===== src/rtl/vscale_dmem_bridge.sv =====
// Bridges the core's pipelined DX/WB data-memory port onto a valid/ready request/response bus.
// It also raises dmem_badmem_e for misaligned, bus-error and timed-out accesses.
module vscale_dmem_bridge #(
    parameter int unsigned  TIMEOUT_CYCLES = 255,
    localparam int unsigned XPR_LEN        = 32,
    localparam int unsigned MEM_TYPE_WIDTH = 3
) (
    input  logic                      clk,
    input  logic                      reset,
    input  logic                      dmem_en,
    input  logic                      dmem_wen,
    input  logic [MEM_TYPE_WIDTH-1:0] dmem_size,
    input  logic [XPR_LEN-1:0]        dmem_addr,
    input  logic [XPR_LEN-1:0]        dmem_wdata_delayed,
    output logic [XPR_LEN-1:0]        dmem_rdata,
    output logic                      dmem_wait,
    output logic                      dmem_badmem_e,
    output logic                      bus_req_valid,
    input  logic                      bus_req_ready,
    output logic                      bus_req_wen,
    output logic [XPR_LEN-1:0]        bus_req_addr,
    output logic [XPR_LEN-1:0]        bus_req_wdata,
    output logic [3:0]                bus_req_strb,
    input  logic                      bus_resp_valid,
    input  logic [XPR_LEN-1:0]        bus_resp_rdata,
    input  logic                      bus_resp_err
);

    localparam logic [MEM_TYPE_WIDTH-1:0] MEM_TYPE_LH  = MEM_TYPE_WIDTH'(1);
    localparam logic [MEM_TYPE_WIDTH-1:0] MEM_TYPE_LW  = MEM_TYPE_WIDTH'(2);
    localparam logic [MEM_TYPE_WIDTH-1:0] MEM_TYPE_LD  = MEM_TYPE_WIDTH'(3);
    localparam logic [MEM_TYPE_WIDTH-1:0] MEM_TYPE_LHU = MEM_TYPE_WIDTH'(5);
    localparam logic [MEM_TYPE_WIDTH-1:0] MEM_TYPE_LWU = MEM_TYPE_WIDTH'(6);

    localparam int unsigned CNT_W      = (TIMEOUT_CYCLES < 2) ? 1 : $clog2(TIMEOUT_CYCLES);
    localparam logic        TIMEOUT_EN = (TIMEOUT_CYCLES != 0);
    localparam logic [CNT_W-1:0] CNT_LAST = CNT_W'(TIMEOUT_CYCLES - 1);

    typedef enum logic [1:0] {
        ST_IDLE  = 2'd0,
        ST_REQ   = 2'd1,
        ST_RESP  = 2'd2,
        ST_FAULT = 2'd3
    } state_t;

    state_t             state_q, state_d;
    logic [XPR_LEN-1:0] addr_q, addr_d;
    logic               wen_q, wen_d;
    logic               half_q, half_d;
    logic               word_q, word_d;
    logic [CNT_W-1:0]   cnt_q, cnt_d;

    logic               in_half;
    logic               in_word;
    logic               in_misaligned;
    logic               timeout_hit;
    logic               accept;
    logic [3:0]         strb;

    // Access-size class and alignment of the address-phase request
    always_comb begin
        in_half       = (dmem_size == MEM_TYPE_LH) || (dmem_size == MEM_TYPE_LHU);
        in_word       = (dmem_size == MEM_TYPE_LW) || (dmem_size == MEM_TYPE_LWU) ||
                        (dmem_size == MEM_TYPE_LD);
        in_misaligned = (in_half && dmem_addr[0]) || (in_word && (dmem_addr[1:0] != 2'b00));
    end

    always_comb begin
        if (word_q) begin
            strb = 4'b1111;
        end else if (half_q) begin
            strb = 4'b0011 << {addr_q[1], 1'b0};
        end else begin
            strb = 4'b0001 << addr_q[1:0];
        end
    end

    // Next state and outputs; a completing cycle doubles as an IDLE capture point
    always_comb begin
        state_d       = state_q;
        addr_d        = addr_q;
        wen_d         = wen_q;
        half_d        = half_q;
        word_d        = word_q;
        cnt_d         = cnt_q;
        accept        = 1'b0;
        dmem_rdata    = '0;
        dmem_wait     = 1'b0;
        dmem_badmem_e = 1'b0;
        bus_req_valid = 1'b0;
        timeout_hit   = TIMEOUT_EN && (cnt_q == CNT_LAST);

        case (state_q)
            ST_IDLE: begin
                accept = 1'b1;
            end
            ST_REQ: begin
                cnt_d = cnt_q + CNT_W'(1);
                if (timeout_hit) begin
                    dmem_badmem_e = 1'b1;
                    accept        = 1'b1;
                end else begin
                    bus_req_valid = 1'b1;
                    dmem_wait     = 1'b1;
                    if (bus_req_ready) begin
                        state_d = ST_RESP;
                    end
                end
            end
            ST_RESP: begin
                cnt_d = cnt_q + CNT_W'(1);
                if (bus_resp_valid) begin
                    dmem_rdata    = bus_resp_rdata;
                    dmem_badmem_e = bus_resp_err;
                    accept        = 1'b1;
                end else if (timeout_hit) begin
                    dmem_badmem_e = 1'b1;
                    accept        = 1'b1;
                end else begin
                    dmem_wait = 1'b1;
                end
            end
            ST_FAULT: begin
                dmem_badmem_e = 1'b1;
                accept        = 1'b1;
            end
            default: begin
                state_d = ST_IDLE;
            end
        endcase

        if (accept) begin
            if (dmem_en) begin
                addr_d  = dmem_addr;
                wen_d   = dmem_wen;
                half_d  = in_half;
                word_d  = in_word;
                cnt_d   = '0;
                state_d = in_misaligned ? ST_FAULT : ST_REQ;
            end else begin
                state_d = ST_IDLE;
            end
        end

        bus_req_wen   = bus_req_valid && wen_q;
        bus_req_addr  = bus_req_valid ? {addr_q[XPR_LEN-1:2], 2'b00} : '0;
        bus_req_wdata = bus_req_valid ? dmem_wdata_delayed : '0;
        bus_req_strb  = (bus_req_valid && wen_q) ? strb : 4'b0000;
    end

    always_ff @(posedge clk or posedge reset) begin
        if (reset) begin
            state_q <= ST_IDLE;
            addr_q  <= '0;
            wen_q   <= 1'b0;
            half_q  <= 1'b0;
            word_q  <= 1'b0;
            cnt_q   <= '0;
        end else begin
            state_q <= state_d;
            addr_q  <= addr_d;
            wen_q   <= wen_d;
            half_q  <= half_d;
            word_q  <= word_d;
            cnt_q   <= cnt_d;
        end
    end

endmodule


===== config.mk =====
export PLATFORM = sky130hd
export DESIGN_NAME = vscale_dmem_bridge
export DESIGN_NICKNAME = d
export VERILOG_FILES = /design/src/rtl/vscale_dmem_bridge.sv
export SDC_FILE = /design/constraint.sdc
export NUM_CORES = 1
export LEC_CHECK = 0
export CAP_MARGIN = 10
export CORE_AREA = 2 2 81 83
export CTS_BUF_LIST = sky130_fd_sc_hd__clkbuf_16
export DETAILED_ROUTE_END_ITERATION = 10
export DIE_AREA = 0 0 83 85
export DONT_BUFFER_PORTS = 1
export PLACE_DENSITY_LB_ADDON = 0.2
export SLEW_MARGIN = 20
export SYNTH_ARGS = -nofsm -noshare
export SYNTH_HDL_FRONTEND = slang
export SYNTH_SLANG_ARGS = --single-unit

===== constraint.sdc =====
create_clock -name clk -period 2.04 [get_ports clk]
set_input_delay 0.408 -clock clk [delete_from_list [all_inputs] [get_ports clk]]
set_output_delay 0.408 -clock clk [all_outputs]
set_load 0.05 [all_outputs]

==> impl_metrics.env <==
export IMPL_ir_worst_vdd_v=0.00133
export IMPL_ys_warn_count=0
export IMPL_drt_iter0_markers=137
export IMPL_skew_ns=0.00880
export IMPL_setup_ws_ns=-0.290
export IMPL_rr_worst_depth=8
export IMPL_cts_made_buffers=5
export IMPL_min_period_over_period=1.14
export IMPL_finalNetCount=468
export IMPL_period_needed_ns=2.33
export IMPL_p_clk_frac=0.090
export IMPL_p_per_area_nw_per_um2=1780
export IMPL_path_delay_family="buffers and inverters"
export IMPL_placementRows=29
export IMPL_pwr_share_seq=0.186
export IMPL_grt_overflow=0
export IMPL_start_util=0.459
export IMPL_io_pins=210
export IMPL_synthDistinctLibCells=36
export IMPL_combPwrFrac=0.723
export IMPL_critPathMaxStageDelay_ns=0.41
export IMPL_cp_arrival_ns=1.92
export IMPL_synthFlopType="dfrtp_1"
export IMPL_endpoint_kind="primary output"
export IMPL_path_clk_slew_ns=0.07
export IMPL_cts_tree="built"
export IMPL_first_global_vias=2494
export IMPL_slowest_stage="dfrtp_1"
export IMPL_die_y_um=85
export IMPL_track_usage=0.276
export IMPL_num_vias=2402
export IMPL_post_synth_inst_count=274
export IMPL_mostFrequentLayoutCells="buf_12, and2_4, dfrtp_1, and3_1, mux2_4"
export IMPL_p_leak_nw=2.26
export IMPL_clock_latency_ns=0.29
export IMPL_path_class="register to primary output"
export IMPL_path_max_fanout=13
export IMPL_p_int_mw=4.80
export IMPL_die_width_um=83
export IMPL_clock_path_buffers=2
export IMPL_gp_congestion=0.888
export IMPL_hpwl_mm=7.24
export IMPL_cts_root_buf="clkbuf_16"
export IMPL_drv_slew=0
export IMPL_hp_class="primary input to asynchronous set/reset pin"
export IMPL_rrSetupSlack_ns=0
export IMPL_fmax_mhz=429
export IMPL_routed_wl_mm=10.1
export IMPL_synth_edf_count=0
export IMPL_area_growth_pct=74.1
export IMPL_wire_per_inst_um=23.3
export IMPL_via_per_inst=5.51
export IMPL_crit_path_start_kind="register"
export IMPL_synthArstFlopShare=1.00
export IMPL_drc=0
export IMPL_layout_commonest_cell="buf_12"
export IMPL_utilization=0.798
export IMPL_outcome="finished, violations left"
export IMPL_synth_seq_area_share=0.396
export IMPL_grt_max_degree=38
export IMPL_rsz0062_at_grt="yes"
export IMPL_syn_cell_area_sq_um=2850
export IMPL_drtAntennaViolNets=0
export IMPL_antenna_found_initial=3
export IMPL_hold_viol_final=0
export IMPL_avgSynthCellArea_sq_um=10.4
export IMPL_drive_gt1_frac=0.641
export IMPL_fill_cells=323
export IMPL_core_sq_um=6200
export IMPL_ys_seq_elements=45
export IMPL_slew_headroom=0.617
export IMPL_switching_share=0.457
export IMPL_cts_sinks=45
export IMPL_crit_chain="inv_2 > ha_4 > nand3_4 > o21ai_4 > clkinv_4 > buf_6 > and2_2 > buf_12"
export IMPL_drv_cap=0
export IMPL_h_tree_depth=2
export IMPL_io_buffers=0
export IMPL_finalSetupViolations=70
export IMPL_grt_pass1_wl_mm=15.0
export IMPL_r2r_end="addr_q[8]"
export IMPL_total_power_mw=8.84
export IMPL_dieArea_sq_um=7060
export IMPL_reg2reg_from="cnt_q[0]"
export IMPL_first_pass_iters=4
export IMPL_critPathBufInv=4
export IMPL_cp_required_ns=1.63
export IMPL_pre_cts_ws_ns=0.0495
export IMPL_violations="setup timing"
export IMPL_cts_hold_buf=0
export IMPL_p_sw_mw=4.04
export IMPL_tightest_slew_ns=0.574
[flip-flops by register name (all words and copies together) (netlist names)]
signal / flops
addr_q: 32
cnt_q: 8
half_q: 1
state_q: 2
wen_q: 1
word_q: 1
[synthesized netlist by cell type, types with 2 or more instances]
cell	n	area (sq um)
and2_1	62	388
o21ai_0	4	20.0
a21oi_1	6	30.0
xnor2_1	4	35.0
nand4_1	3	18.8
clkbuf_1	14	52.6
buf_12	3	60.1
mux2_4	30	450
mux2_2	4	45.0
dfrtp_1	45	1130
and3_1	33	206
nor2b_1	2	12.5
buf_4	3	22.5
a31oi_1	2	12.5
o21bai_1	2	15.0
buf_2	2	10.0
nor2_1	15	56.3
inv_1	8	30.0
nand2b_1	2	12.5
nand2_1	7	26.3
xor2_1	3	26.3
ha_1	6	75.1
[cells by family (layout without fill, tap and decap cells)]
family,Yosys count,after routing,synth area share
multiplexers,35,35,0.178
XOR/XNOR,7,7,0.0215
buffers and inverters,31,113,0.0655
other,1,4,0.00132
AND/OR/NAND/NOR,127,127,0.261
AO/OA/AOI/OAI,22,22,0.0506
flip-flops,45,45,0.396
adder cells (fa/ha/maj),6,6,0.0264
[per-layer routing]
layer | vias to the layer above | track usage | wire (um)
li1 | 1081 | - | -
met1 | 1175 | 0.326 | 3830
met2 | 130 | 0.493 | 5450
met3 | 14 | 0.0924 | 719
met4 | 2 | 0.0507 | 131
met5 | - | 0 | 13
[worst max path at each step]
stage                        end  startpoint  cells past startpoint  slack, ns
4_1_cts        bus_req_wdata[14]    cnt_q[0]                      8      -0.18
3_5_place_dp       dmem_badmem_e  state_q[0]                      7       0.05
3_3_place_gp           addr_q[8]  state_q[1]                      7       0.11
2_1_floorplan        bus_req_wen    cnt_q[0]                      8       0.03
6_report       bus_req_wdata[29]    cnt_q[0]                      8      -0.29
5_1_grt        bus_req_wdata[29]    cnt_q[0]                      8      -0.34
[area by class of cell]
class                           count  area [sq um]  share of cell area
Multi-Input combinational cell    199          1850               0.373
Clock inverter                      3          21.3             0.00429
Inverter                            8          38.8             0.00783
Tap cell                           77          96.3              0.0194
Sequential cell                    45          1130               0.228
Timing Repair Buffer               97          1690               0.341
Clock buffer                        5           125              0.0253
Antenna cell                        2          5.00             0.00101
[through the flow]
step	hold slack (ns)	TNS, ns	cells	cell area [sq um]
after global placement	0.375	0	411	4450
after CTS	0.0825	-6.72	429	4870
after global routing	0.105	-16.23	436	4950
final	0.0617	-12.40	436	4950
after detailed placement	0.381	0	411	4450
after floorplan	0.472	0	275	2980
[what timing repair did]
action | in CTS | in global routing
cloned | 2 | 0
setup endpoints to repair | 70 | 97
buffers inserted | 8 | 6
gates resized for setup | 66 | 26
pin swaps | 19 | 21
[power groups by stage]
stage / logic, mW / clock network (mW) / registers (mW)
2_1_floorplan: 3.89 / 0 / 1.51
6_report: 6.39 / 0.799 / 1.65
3_5_place_dp: 5.61 / 0 / 1.59
5_1_grt: 6.64 / 0.852 / 1.70
3_3_place_gp: 5.53 / 0 / 1.55
4_1_cts: 6.24 / 0.803 / 1.61
No activity file was read; power rests on OpenSTA's default activity.
